$ cat src/rtl/frogger_pkg.sv
// Shared playfield constants for the obstacle lanes: lane rows, start columns,
// step divisors, directions and the wrap-around step helper.
package frogger_pkg;

  localparam int c_GAME_WIDTH = 14;
  localparam int c_NUM_CARS   = 5;
  localparam int c_NUM_LOGS   = 3;

  localparam logic [5:0] c_X_MAX = 6'(c_GAME_WIDTH - 1);

  typedef enum logic {
    DIR_LEFT  = 1'b0,
    DIR_RIGHT = 1'b1
  } dir_e;

  // Index 0 is lane 1 in every table below.
  localparam logic [c_NUM_CARS-1:0][5:0] c_CAR_Y      = {6'd11, 6'd10, 6'd9, 6'd8, 6'd7};
  localparam logic [c_NUM_LOGS-1:0][5:0] c_LOG_Y      = {6'd3, 6'd2, 6'd1};
  localparam logic [c_NUM_CARS-1:0][5:0] c_CAR_INIT_X = {6'd2, 6'd9, 6'd4, 6'd13, 6'd0};
  localparam logic [c_NUM_LOGS-1:0][5:0] c_LOG_INIT_X = {6'd12, 6'd7, 6'd2};
  localparam logic [c_NUM_CARS-1:0][1:0] c_CAR_DIV    = {2'd1, 2'd2, 2'd3, 2'd2, 2'd1};
  localparam logic [c_NUM_LOGS-1:0][1:0] c_LOG_DIV    = {2'd2, 2'd3, 2'd2};
  localparam logic [c_NUM_CARS-1:0]      c_CAR_DIR    = 5'b10101;
  localparam logic [c_NUM_LOGS-1:0]      c_LOG_DIR    = 3'b111;

  function automatic logic [5:0] wrapStep(input logic [5:0] x, input dir_e dir);
    logic [5:0] nextX;
    if (dir == DIR_RIGHT) begin
      nextX = (x >= c_X_MAX) ? 6'd0 : x + 6'd1;
    end else begin
      nextX = (x == 6'd0) ? c_X_MAX : x - 6'd1;
    end
    return nextX;
  endfunction

endpackage

$ cat src/rtl/frogger_lane_mover.sv
// One obstacle lane: divides the shared base tick, moves its X with
// wrap-around and raises a one-cycle step pulse alongside each new X.
module frogger_lane_mover
  import frogger_pkg::*;
#(
  parameter logic [5:0] P_INIT_X = 6'd0,
  parameter logic [1:0] P_DIV    = 2'd1,
  parameter dir_e       P_DIR    = DIR_RIGHT
) (
  input  logic       i_Clk,
  input  logic       i_Rst_N,
  input  logic       i_Tick,
  input  logic       i_Restart,
  output logic [5:0] o_X,
  output logic       o_Step
);

  logic [1:0] cnt_q, cnt_d;
  logic [5:0] x_q, x_d;
  logic       step_q, step_d;

  // Restart wins over a coincident tick so the lane comes back cleanly.
  always_comb begin
    cnt_d  = cnt_q;
    x_d    = x_q;
    step_d = 1'b0;
    if (i_Restart) begin
      cnt_d = 2'd0;
      x_d   = P_INIT_X;
    end else if (i_Tick) begin
      if (cnt_q == P_DIV - 2'd1) begin
        cnt_d  = 2'd0;
        x_d    = wrapStep(x_q, P_DIR);
        step_d = 1'b1;
      end else begin
        cnt_d = cnt_q + 2'd1;
      end
    end
  end

  always_ff @(posedge i_Clk or negedge i_Rst_N) begin
    if (!i_Rst_N) begin
      cnt_q  <= 2'd0;
      x_q    <= P_INIT_X;
      step_q <= 1'b0;
    end else begin
      cnt_q  <= cnt_d;
      x_q    <= x_d;
      step_q <= step_d;
    end
  end

  assign o_X    = x_q;
  assign o_Step = step_q;

endmodule

$ cat src/rtl/frogger_obstacle_mover.sv
// Level-scaled base-tick prescaler driving five car lanes and three log lanes;
// log step pulses let the frog controller carry a riding frog.
module frogger_obstacle_mover
  import frogger_pkg::*;
#(
  parameter int unsigned c_BASE_DIV = 12_500_000
) (
  input  logic       i_Clk,
  input  logic       i_Rst_N,
  input  logic       i_Enable,
  input  logic [1:0] i_Level,
  input  logic       i_Restart,
  output logic [5:0] o_Car_X_1,
  output logic [5:0] o_Car_X_2,
  output logic [5:0] o_Car_X_3,
  output logic [5:0] o_Car_X_4,
  output logic [5:0] o_Car_X_5,
  output logic [5:0] o_Car_Y_1,
  output logic [5:0] o_Car_Y_2,
  output logic [5:0] o_Car_Y_3,
  output logic [5:0] o_Car_Y_4,
  output logic [5:0] o_Car_Y_5,
  output logic [5:0] o_Log_X_1,
  output logic [5:0] o_Log_X_2,
  output logic [5:0] o_Log_X_3,
  output logic [5:0] o_Log_Y_1,
  output logic [5:0] o_Log_Y_2,
  output logic [5:0] o_Log_Y_3,
  output logic [2:0] o_Log_Step
);

  localparam logic [23:0] c_DIV24 = 24'(c_BASE_DIV);

  logic [23:0] period, periodM1;
  logic [23:0] preCount_q, preCount_d;
  logic        baseTick;

  logic [5:0]            carX [c_NUM_CARS];
  logic [5:0]            logX [c_NUM_LOGS];
  logic [c_NUM_CARS-1:0] unusedCarStep;
  logic [c_NUM_LOGS-1:0] logStep;

  // A period that shifts down to zero is treated as one tick per enabled cycle;
  // the >= compare lets a mid-count level raise tick right away.
  always_comb begin
    period     = c_DIV24 >> i_Level;
    periodM1   = (period == 24'd0) ? 24'd0 : period - 24'd1;
    baseTick   = i_Enable && !i_Restart && (preCount_q >= periodM1);
    preCount_d = preCount_q;
    if (i_Restart) begin
      preCount_d = 24'd0;
    end else if (i_Enable) begin
      preCount_d = baseTick ? 24'd0 : preCount_q + 24'd1;
    end
  end

  always_ff @(posedge i_Clk or negedge i_Rst_N) begin
    if (!i_Rst_N) begin
      preCount_q <= 24'd0;
    end else begin
      preCount_q <= preCount_d;
    end
  end

  for (genvar i = 0; i < c_NUM_CARS; i++) begin : g_car
    frogger_lane_mover #(
      .P_INIT_X (c_CAR_INIT_X[i]),
      .P_DIV    (c_CAR_DIV[i]),
      .P_DIR    (c_CAR_DIR[i] ? DIR_RIGHT : DIR_LEFT)
    ) u_lane (
      .i_Clk     (i_Clk),
      .i_Rst_N   (i_Rst_N),
      .i_Tick    (baseTick),
      .i_Restart (i_Restart),
      .o_X       (carX[i]),
      .o_Step    (unusedCarStep[i])
    );
  end

  for (genvar i = 0; i < c_NUM_LOGS; i++) begin : g_log
    frogger_lane_mover #(
      .P_INIT_X (c_LOG_INIT_X[i]),
      .P_DIV    (c_LOG_DIV[i]),
      .P_DIR    (c_LOG_DIR[i] ? DIR_RIGHT : DIR_LEFT)
    ) u_lane (
      .i_Clk     (i_Clk),
      .i_Rst_N   (i_Rst_N),
      .i_Tick    (baseTick),
      .i_Restart (i_Restart),
      .o_X       (logX[i]),
      .o_Step    (logStep[i])
    );
  end

  assign o_Car_X_1 = carX[0];
  assign o_Car_X_2 = carX[1];
  assign o_Car_X_3 = carX[2];
  assign o_Car_X_4 = carX[3];
  assign o_Car_X_5 = carX[4];
  assign o_Log_X_1 = logX[0];
  assign o_Log_X_2 = logX[1];
  assign o_Log_X_3 = logX[2];

  assign o_Car_Y_1 = c_CAR_Y[0];
  assign o_Car_Y_2 = c_CAR_Y[1];
  assign o_Car_Y_3 = c_CAR_Y[2];
  assign o_Car_Y_4 = c_CAR_Y[3];
  assign o_Car_Y_5 = c_CAR_Y[4];
  assign o_Log_Y_1 = c_LOG_Y[0];
  assign o_Log_Y_2 = c_LOG_Y[1];
  assign o_Log_Y_3 = c_LOG_Y[2];

  assign o_Log_Step = logStep;

endmodule

$ cat config.mk
export PLATFORM = sky130hd
export DESIGN_NAME = frogger_obstacle_mover
export DESIGN_NICKNAME = d
export VERILOG_FILES = /design/src/rtl/frogger_pkg.sv /design/src/rtl/frogger_lane_mover.sv /design/src/rtl/frogger_obstacle_mover.sv
export SDC_FILE = /design/constraint.sdc
export NUM_CORES = 1
export LEC_CHECK = 0
export CAP_MARGIN = 30
export CORE_MARGIN = 8
export CORE_UTILIZATION = 55
export CTS_BUF_LIST = sky130_fd_sc_hd__clkbuf_2
export DETAILED_ROUTE_END_ITERATION = 8
export HOLD_SLACK_MARGIN = 0.08
export PLACE_DENSITY_LB_ADDON = 0.08
export SYNTH_ARGS = -nofsm -noshare
export SYNTH_HDL_FRONTEND = slang
export SYNTH_SLANG_ARGS = --single-unit
export TNS_END_PERCENT = 10
$ cat constraint.sdc
create_clock -name i_Clk -period 3.15 [get_ports i_Clk]
set_clock_uncertainty 0.1 [all_clocks]
set_input_delay 0.63 -clock i_Clk [delete_from_list [all_inputs] [get_ports i_Clk]]
set_output_delay 0.63 -clock i_Clk [all_outputs]
set_load 0.01 [all_outputs]
==> results of run 1 <==
==> flip-flops by register name, summed over array words and instances (netlist names) <==
register,flops
preCount_q,24
g_car.u_lane.o_X,30
g_log.u_lane.o_X,18
g_log.u_lane.o_Step,3
g_car.u_lane.cnt_q,10
g_log.u_lane.cnt_q,6
==> per-layer routing <==
metal  wire length [um]  vias to the layer above  global-route usage [%]  part of all wire [%]
li1                   -                     2305                       -                     -
met1               5760                     2319                    22.6                    43
met2               6940                      104                    34.2                    51
met3                645                       17                    4.87                   4.8
met4                206                        0                    5.85                   1.5
met5                  0                        -                       0                     0
==> area by class of cell <==
class / instances / area (um2)
Clock buffer: 10 / 50.0
Timing Repair Buffer: 105 / 928
Sequential cell: 91 / 2290
Multi-Input combinational cell: 480 / 3160
Fill cell: 862 / 3490
Clock inverter: 6 / 71.3
Inverter: 45 / 169
Tap cell: 136 / 170
==> kinds of logic (layout without fill, tap and decap cells) <==
family / after synthesis / in the layout / synth area share (%)
compound gates: 105 / 105 / 12.7
xor+xnor: 24 / 24 / 3.61
fa+ha+maj: 48 / 48 / 10.3
buf+inv: 116 / 166 / 11.1
flops: 91 / 91 / 39.4
mux: 7 / 7 / 1.29
other cells: 2 / 51 / 0.129
simple gates: 245 / 245 / 21.5
==> worst min path at each step <==
stage	end	slack, ns	depth (start not counted)
detailed placement	g_car[1].u_lane.cnt_q[1]	0.37	1
global placement	g_car[1].u_lane.cnt_q[1]	0.35	1
floorplan	g_car[0].u_lane.cnt_q[0]	0.23	0
finish	preCount_q[1]	0.31	4
global route	preCount_q[0]	0.35	4
CTS	preCount_q[1]	0.29	4
==> worst min-delay path, delay by kind of cell <==
family	cells	cell delay, ns
AOI/OAI and AO/OA	1	0.07
buffers and inverters	1	0.12
and+or+nand+nor	2	0.17
==> where the power goes <==
group	switching (W)	total (W)	internal, W
clock network	0.000423	0.000616	0.000193
logic	0.000114	0.000164	0.0000494
registers	0.00000637	0.00118	0.00118
total	0.000544	0.00196	0.00142
==> stage by stage <==
step	instance area [um2]	setup TNS (ns)	hold WS, ns	total power, W
6_report	6840	0	0.311	0.00196
5_1_grt	6840	0	0.346	0.00205
4_1_cts	6800	0	0.286	0.00199
3_5_place_dp	6660	-44.27	0.365	0.00136
3_3_place_gp	6660	-43.28	0.347	0.00136
2_1_floorplan	6050	-0.0632	0.234	0.00134
==> placed cells by master (no fill, tap or decap), types with 5 or more instances in the layout <==
cell type	n
a21o_1	9
a21oi_1	37
and3_1	11
buf_4	49
clkbuf_2	10
clkdlybuf4s50_1	52
conb_1	51
dfrtp_1	78
dfstp_2	13
ha_1	45
inv_1	42
nand2_1	56
nand2b_1	8
nand3_1	33
nand4_1	11
nor2_1	38
nor2b_1	10
nor3_1	39
nor4_1	6
o211ai_1	6
o21ai_0	12
o31ai_1	5
or3_1	9
xnor2_1	11
xor2_1	13
==> timing repair <==
action | in CTS | in global routing
hold buffers | 1 | 0
gates cloned | 0 | 0
pin swaps | 0 | 3
setup endpoints to repair | 3 | 53
buffers inserted | 0 | 1
hold endpoints to repair | 41 | 0
gates resized for setup | 1 | 6
==> summary.log, run 1 <==
INFO  worst_setup_path timing.critical_path.from_type=register
INFO  worst_setup_path timing.critical_path.mode_cell=buf_4
INFO  floorplan      io_pins=105
INFO  cells_and_area antenna-diode-count=0
INFO  drt            via_per_inst=5.44
INFO  worst_setup_path launching_element_of_the_worst_setup_path=preCount_q[9]
INFO  yosys          synthCells=638
INFO  sta            post-route-period-util=92.1%
INFO  yosys          yosys-top-cells-area=dfrtp_1 34%, ha_1 10%, buf_4 6.6%, dfstp_2 5.9%, nand2_1 3.6%
INFO  sta            fmaxAchievable=345MHz
INFO  clocking       clock-root-buffer=clkbuf_2
INFO  drt            drt_first_pass_iters=5
INFO  cells_and_area layout-area-overhead-vs-synth=17.5%
INFO  worst_setup_path reg2reg_slack=0.25ns
INFO  flow_run       max_cap_viol_count=0
INFO  grt            globalRouteTotalUtil=19.3%
INFO  sta            worst_slew_pin_slew=0.758ns
INFO  sta            slew_headroom=49.1%
INFO  worst_setup_path path_delay_family=compound AO/OA/AOI/OAI gates
INFO  drt            postRouteAntennaNets=0
INFO  cells_and_area post-route-util=66.2%
INFO  drt            drc=0
INFO  place          placement.io_buffers=56
INFO  yosys          synth.most_common_cell=dfrtp_1
INFO  grt            first_global_vias=4,888
INFO  worst_setup_path crit_chain=ha_1 -> a211o_1 -> a221oi_1 -> o31ai_1 -> buf_4 -> o21a_2 -> o21ai_4 -> buf_4 -> o21a_1 -> a22o_1
INFO  worst_setup_path arrival=3.32ns
INFO  floorplan      rows=37
INFO  clocking       tritoncts.num_buffers=9
INFO  grt            antenna_found_initial=0
INFO  sta            hold_viol=0
INFO  yosys          ys_top_cells_by_count=78 x dfrtp_1, 56 x nand2_1, 51 x buf_4
INFO  yosys          yosysUniqueCellTypes=62
INFO  pwr            vdd_ir_drop_max=0.000308V
INFO  hold_path      worstHoldPathType=input port to register
INFO  floorplan      placeableCoreArea=0.0103mm2
INFO  floorplan      effective_utilization_at_floorplan=56.4%
INFO  cells_and_area final_layout_size_suffix_gt1_share=14.7%
INFO  worst_setup_path timing.critical_path.slowest_stage_cell=dfrtp_1
INFO  drt            drt_iter0_markers=290
INFO  sta            layout_setup_ws=0.250ns
INFO  yosys          ys.flop_type=dfrtp_1
INFO  worst_setup_path timing.critical_path.buf_inv=2
INFO  place          hpwl=10,000um
INFO  yosys          async_reset_ff_share=100%
INFO  clocking       clock-sinks=91
INFO  yosys          syn-cell-area=0.00582mm2
INFO  place          placed_cells_incl_taps=855
INFO  clocking       worstSkewPairLatency=0.58ns
INFO  yosys          syn_avg_cell_area=9.12um2
INFO  cells_and_area layout.nets=785
INFO  cells_and_area post_layout_nonfiller_instances=873
INFO  worst_setup_path cp.required=3.57ns
INFO  sta            timing.final.max_slew_violations=0
INFO  worst_setup_path regToRegStartpoint=preCount_q[9]
INFO  clocking       worst_path_clk_slew=0.27ns
INFO  place          setup_slack_after_placement=-0.683ns
INFO  yosys          synth.top_cell.area_share=33.5%
INFO  sta            setup_viol=0
INFO  worst_setup_path r2r-end=g_log[0].u_lane.o_X[0]
INFO  worst_setup_path cp_slowest_stage_delay=0.49ns
INFO  drt            detail_route.wl_per_cell=15.5um
INFO  hold_path      startpoint_of_the_worst_hold_path=i_Restart
INFO  worst_setup_path worst_r2r_path_depth=10
INFO  sta            layout_min_cycle_time=2.90ns
INFO  worst_setup_path worst_setup_path_end_kind=register
INFO  worst_setup_path critPathKind=register to register
INFO  worst_setup_path crit_path_max_fanout=10
INFO  clocking       cts_max_path_buffers=2
INFO  grt            grt_start_max_net_pins=50
INFO  yosys          yosysWarningCount=0
INFO  clocking       htree_levels=3
INFO  pwr            static_leakage=3.14nW
INFO  grt            grt_pass1_wl=23,100um
INFO  floorplan      die_outline_area=0.0141mm2
INFO  drt            detail_route.wirelength=13,600um
INFO  floorplan      die-height=119um
INFO  clocking       tritoncts=done
INFO  pwr            cellPowerDensity=287mW/mm2
INFO  grt            grt_remaining_overflow=0
INFO  status         outcome=completed
INFO  yosys          synth_seq_area_share=39.4%
INFO  sta            rsz0062_at_grt=no
INFO  worst_setup_path critical_path_depth=10
INFO  drt            route.vias.total=4,745
INFO  yosys          postSynthRegisterBits=91
INFO  yosys          synth_largest_area_cell=dfrtp_1
INFO  floorplan      floorplan.die.width=119um
INFO  worst_setup_path cp-endpoint=g_log[0].u_lane.o_X[0]
INFO  place          gpl.final_weighted_congestion=0.821
INFO  yosys          number_of_enable_flip_flop_cells_after_synthesis=0
Power figures use the tool's default switching activity.
==> run 2, diff against run 1 <==
Settings changed: CORE_UTILIZATION 55 to 35.
==> run 2 against run 1 <==
Effect of this change: combinational power is essentially flat; fmax shrank 3.9%; count of clock-buffer cells in the layout grew 2; via count shrank 2.4%; sequential cell count is the same; non-clock buffer count shrank 7.
==> summary.log, run 2 (synthesized netlist as in run 1, its figures left out) <==
INFO  drt            drt_iter0_markers=277
INFO  sta            fmaxAchievable=332MHz
INFO  clocking       tritoncts=done
INFO  clocking       cts_max_path_buffers=2
INFO  grt            grt_pass1_wl=24,200um
INFO  pwr            cellPowerDensity=280mW/mm2
INFO  grt            gr-max-usage-layer=met2
INFO  sta            post-route-period-util=95.8%
INFO  worst_setup_path worst_setup_path_end_kind=register
INFO  flow_run       max_cap_viol_count=0
INFO  floorplan      die-height=145um
INFO  status         outcome=completed
INFO  cells_and_area final_layout_size_suffix_gt1_share=13.6%
INFO  floorplan      die_outline_area=0.0210mm2
INFO  worst_setup_path crit_path_max_fanout=5
INFO  drt            via_per_inst=4.87
INFO  worst_setup_path launching_element_of_the_worst_setup_path=i_Level[0]
INFO  clocking       tritoncts.num_buffers=9
INFO  grt            grt_start_max_net_pins=54
INFO  grt            first_global_vias=4,587
INFO  worst_setup_path arrival=3.41ns
INFO  worst_setup_path critPathKind=input port to register
INFO  clocking       clock-sinks=91
INFO  cells_and_area layout-area-overhead-vs-synth=18.4%
INFO  worst_setup_path regToRegStartpoint=preCount_q[9]
INFO  place          placement.io_buffers=56
INFO  pwr            vdd_ir_drop_max=0.000114V
INFO  sta            hold_viol=0
INFO  floorplan      placeableCoreArea=0.0164mm2
INFO  grt            grt_use_met3=2.61%
INFO  drt            route.vias.total=4,629
INFO  drt            drt_first_pass_iters=4
INFO  place          gpl.final_weighted_congestion=0.791
INFO  cells_and_area mostFrequentLayoutCell=dfrtp_1
INFO  cells_and_area final-seq-area=0.00229mm2
INFO  clocking       worst_path_clk_slew=0.25ns
INFO  drt            drc=0
INFO  floorplan      io_pins=105
INFO  grt            globalRouteTotalUtil=13.8%
INFO  hold_path      startpoint_of_the_worst_hold_path=g_car[1].u_lane.cnt_q[0]
INFO  cells_and_area layout.cells.most_common_list=78 x dfrtp_1, 56 x nand2_1, 52 x clkdlybuf4s50_1, 51 x conb_1, 45 x ha_1
INFO  worst_setup_path cp.required=3.54ns
INFO  sta            layout_min_cycle_time=3.02ns
INFO  grt            grt_remaining_overflow=0
INFO  sta            timing.final.max_slew_violations=0
INFO  clocking       worstSkewPairLatency=0.56ns
INFO  sta            rsz0062_at_grt=no
INFO  cells_and_area post-route-util=42.0%
INFO  floorplan      effective_utilization_at_floorplan=35.5%
INFO  place          hpwl=10,600um
INFO  clocking       clock-root-buffer=clkbuf_2
INFO  clocking       htree_levels=3
INFO  drt            postRouteAntennaNets=0
INFO  worst_setup_path timing.critical_path.from_type=input port
INFO  grt            global_route.usage.met1=18.1%
INFO  place          setup_slack_after_placement=-0.749ns
INFO  sta            layout_setup_ws=0.133ns
INFO  grt            antenna_found_initial=1
INFO  floorplan      rows=47
INFO  cells_and_area multiInputGateArea=0.00314mm2
INFO  pwr            static_leakage=3.11nW
INFO  cells_and_area largest_register_ffs=30
INFO  floorplan      floorplan.die.width=145um
INFO  drt            detail_route.wl_per_cell=15.0um
INFO  cells_and_area layout.nets=778
INFO  grt            gr-usage-met2=22.1%
INFO  drt            detail_route.wirelength=14,300um
INFO  sta            slew_headroom=49.7%
INFO  sta            worst_slew_pin_slew=0.749ns
INFO  hold_path      worstHoldPathType=register to register
INFO  cells_and_area filler_cell_count=1,641
INFO  sta            setup_viol=0
run 2: cell count changes in the layout (fill, tap and decap cells not counted), moves of 2 or more:
cell,previous run,this run
buf_4,49,39
buf_12,0,3
clkbuf_2,10,12
clkinv_2,0,2
clkinvlp_4,2,0
inv_6,2,0
run 2: critical path: stages:
cell	delay, ns
dlygate4sd2_1	0.32
inv_2	0.08
nor2_4	0.11
buf_4	0.13
inv_1	0.04
ha_1	0.32
nand4_1	0.10
and3_1	0.22
a211oi_2	0.33
o21ai_2	0.20
a2111oi_4	0.45
nand3_1	0.16
mux2_4	0.32
run 2: area by class of cell:
cell class / count / share of cell area, %
clock inverters: 4 / 0.635
clock buffers: 12 / 0.871
flip-flops and latches: 91 / 33.3
well taps: 220 / 3.99
repair buffers: 98 / 13.2
multi-input cells: 480 / 45.5
inverters: 45 / 2.45
diodes: 1 / 0.0363
run 2: final timing paths:
path | to | slack (ns) | depth (start not counted)
min in group asynchronous | g_car[3].u_lane.o_X[2] | 0.44 | 2
hold / removal | g_car[1].u_lane.cnt_q[1] | 0.39 | 1
hold reg to reg | g_car[1].u_lane.cnt_q[1] | 0.39 | 1
setup reg to reg | g_car[0].u_lane.o_X[4] | 0.31 | 9
setup / recovery | g_car[1].u_lane.o_X[4] | 0.13 | 13
max in group asynchronous | g_car[4].u_lane.o_X[1] | 1.75 | 3
run 2: per-stage QoR:
| step | total power [W] | setup TNS (ns) | area, um2 | hold WS, ns | instances |
|---|---|---|---|---|---|
| 2_1_floorplan | 0.00134 | -0.0632 | 6050 | 0.234 | 687 |
| 6_report | 0.00193 | 0 | 6890 | 0.386 | 951 |
| 3_5_place_dp | 0.00137 | -51.78 | 6760 | 0.365 | 933 |
| 4_1_cts | 0.00197 | -0.0146 | 6870 | 0.367 | 950 |
| 3_3_place_gp | 0.00136 | -48.35 | 6760 | 0.352 | 933 |
| 5_1_grt | 0.00204 | 0 | 6890 | 0.389 | 951 |
run 2: where the power goes:
group / internal [W] / switching (W)
Combinational: 0.0000476 / 0.000117
Clock: 0.000188 / 0.000392
Sequential: 0.00118 / 0.00000614
run 2: layer usage:
| metal | share of wire, % | up-vias |
|---|---|---|
| met5 | 0 | - |
| met4 | 1.5 | 0 |
| met3 | 3.5 | 14 |
| met2 | 48 | 72 |
| met1 | 47 | 2250 |
| li1 | - | 2293 |
run 2: repair_timing:
| action | 4_1_cts | 5_1_grt |
|---|---|---|
| gates resized for setup | 1 | 3 |
| pin swaps | 0 | 3 |
| buffers inserted | 0 | 0 |
| endpoints found under the setup margin | 12 | 62 |
| hold endpoints to repair | 31 | 0 |
| hold buffers | 1 | 0 |
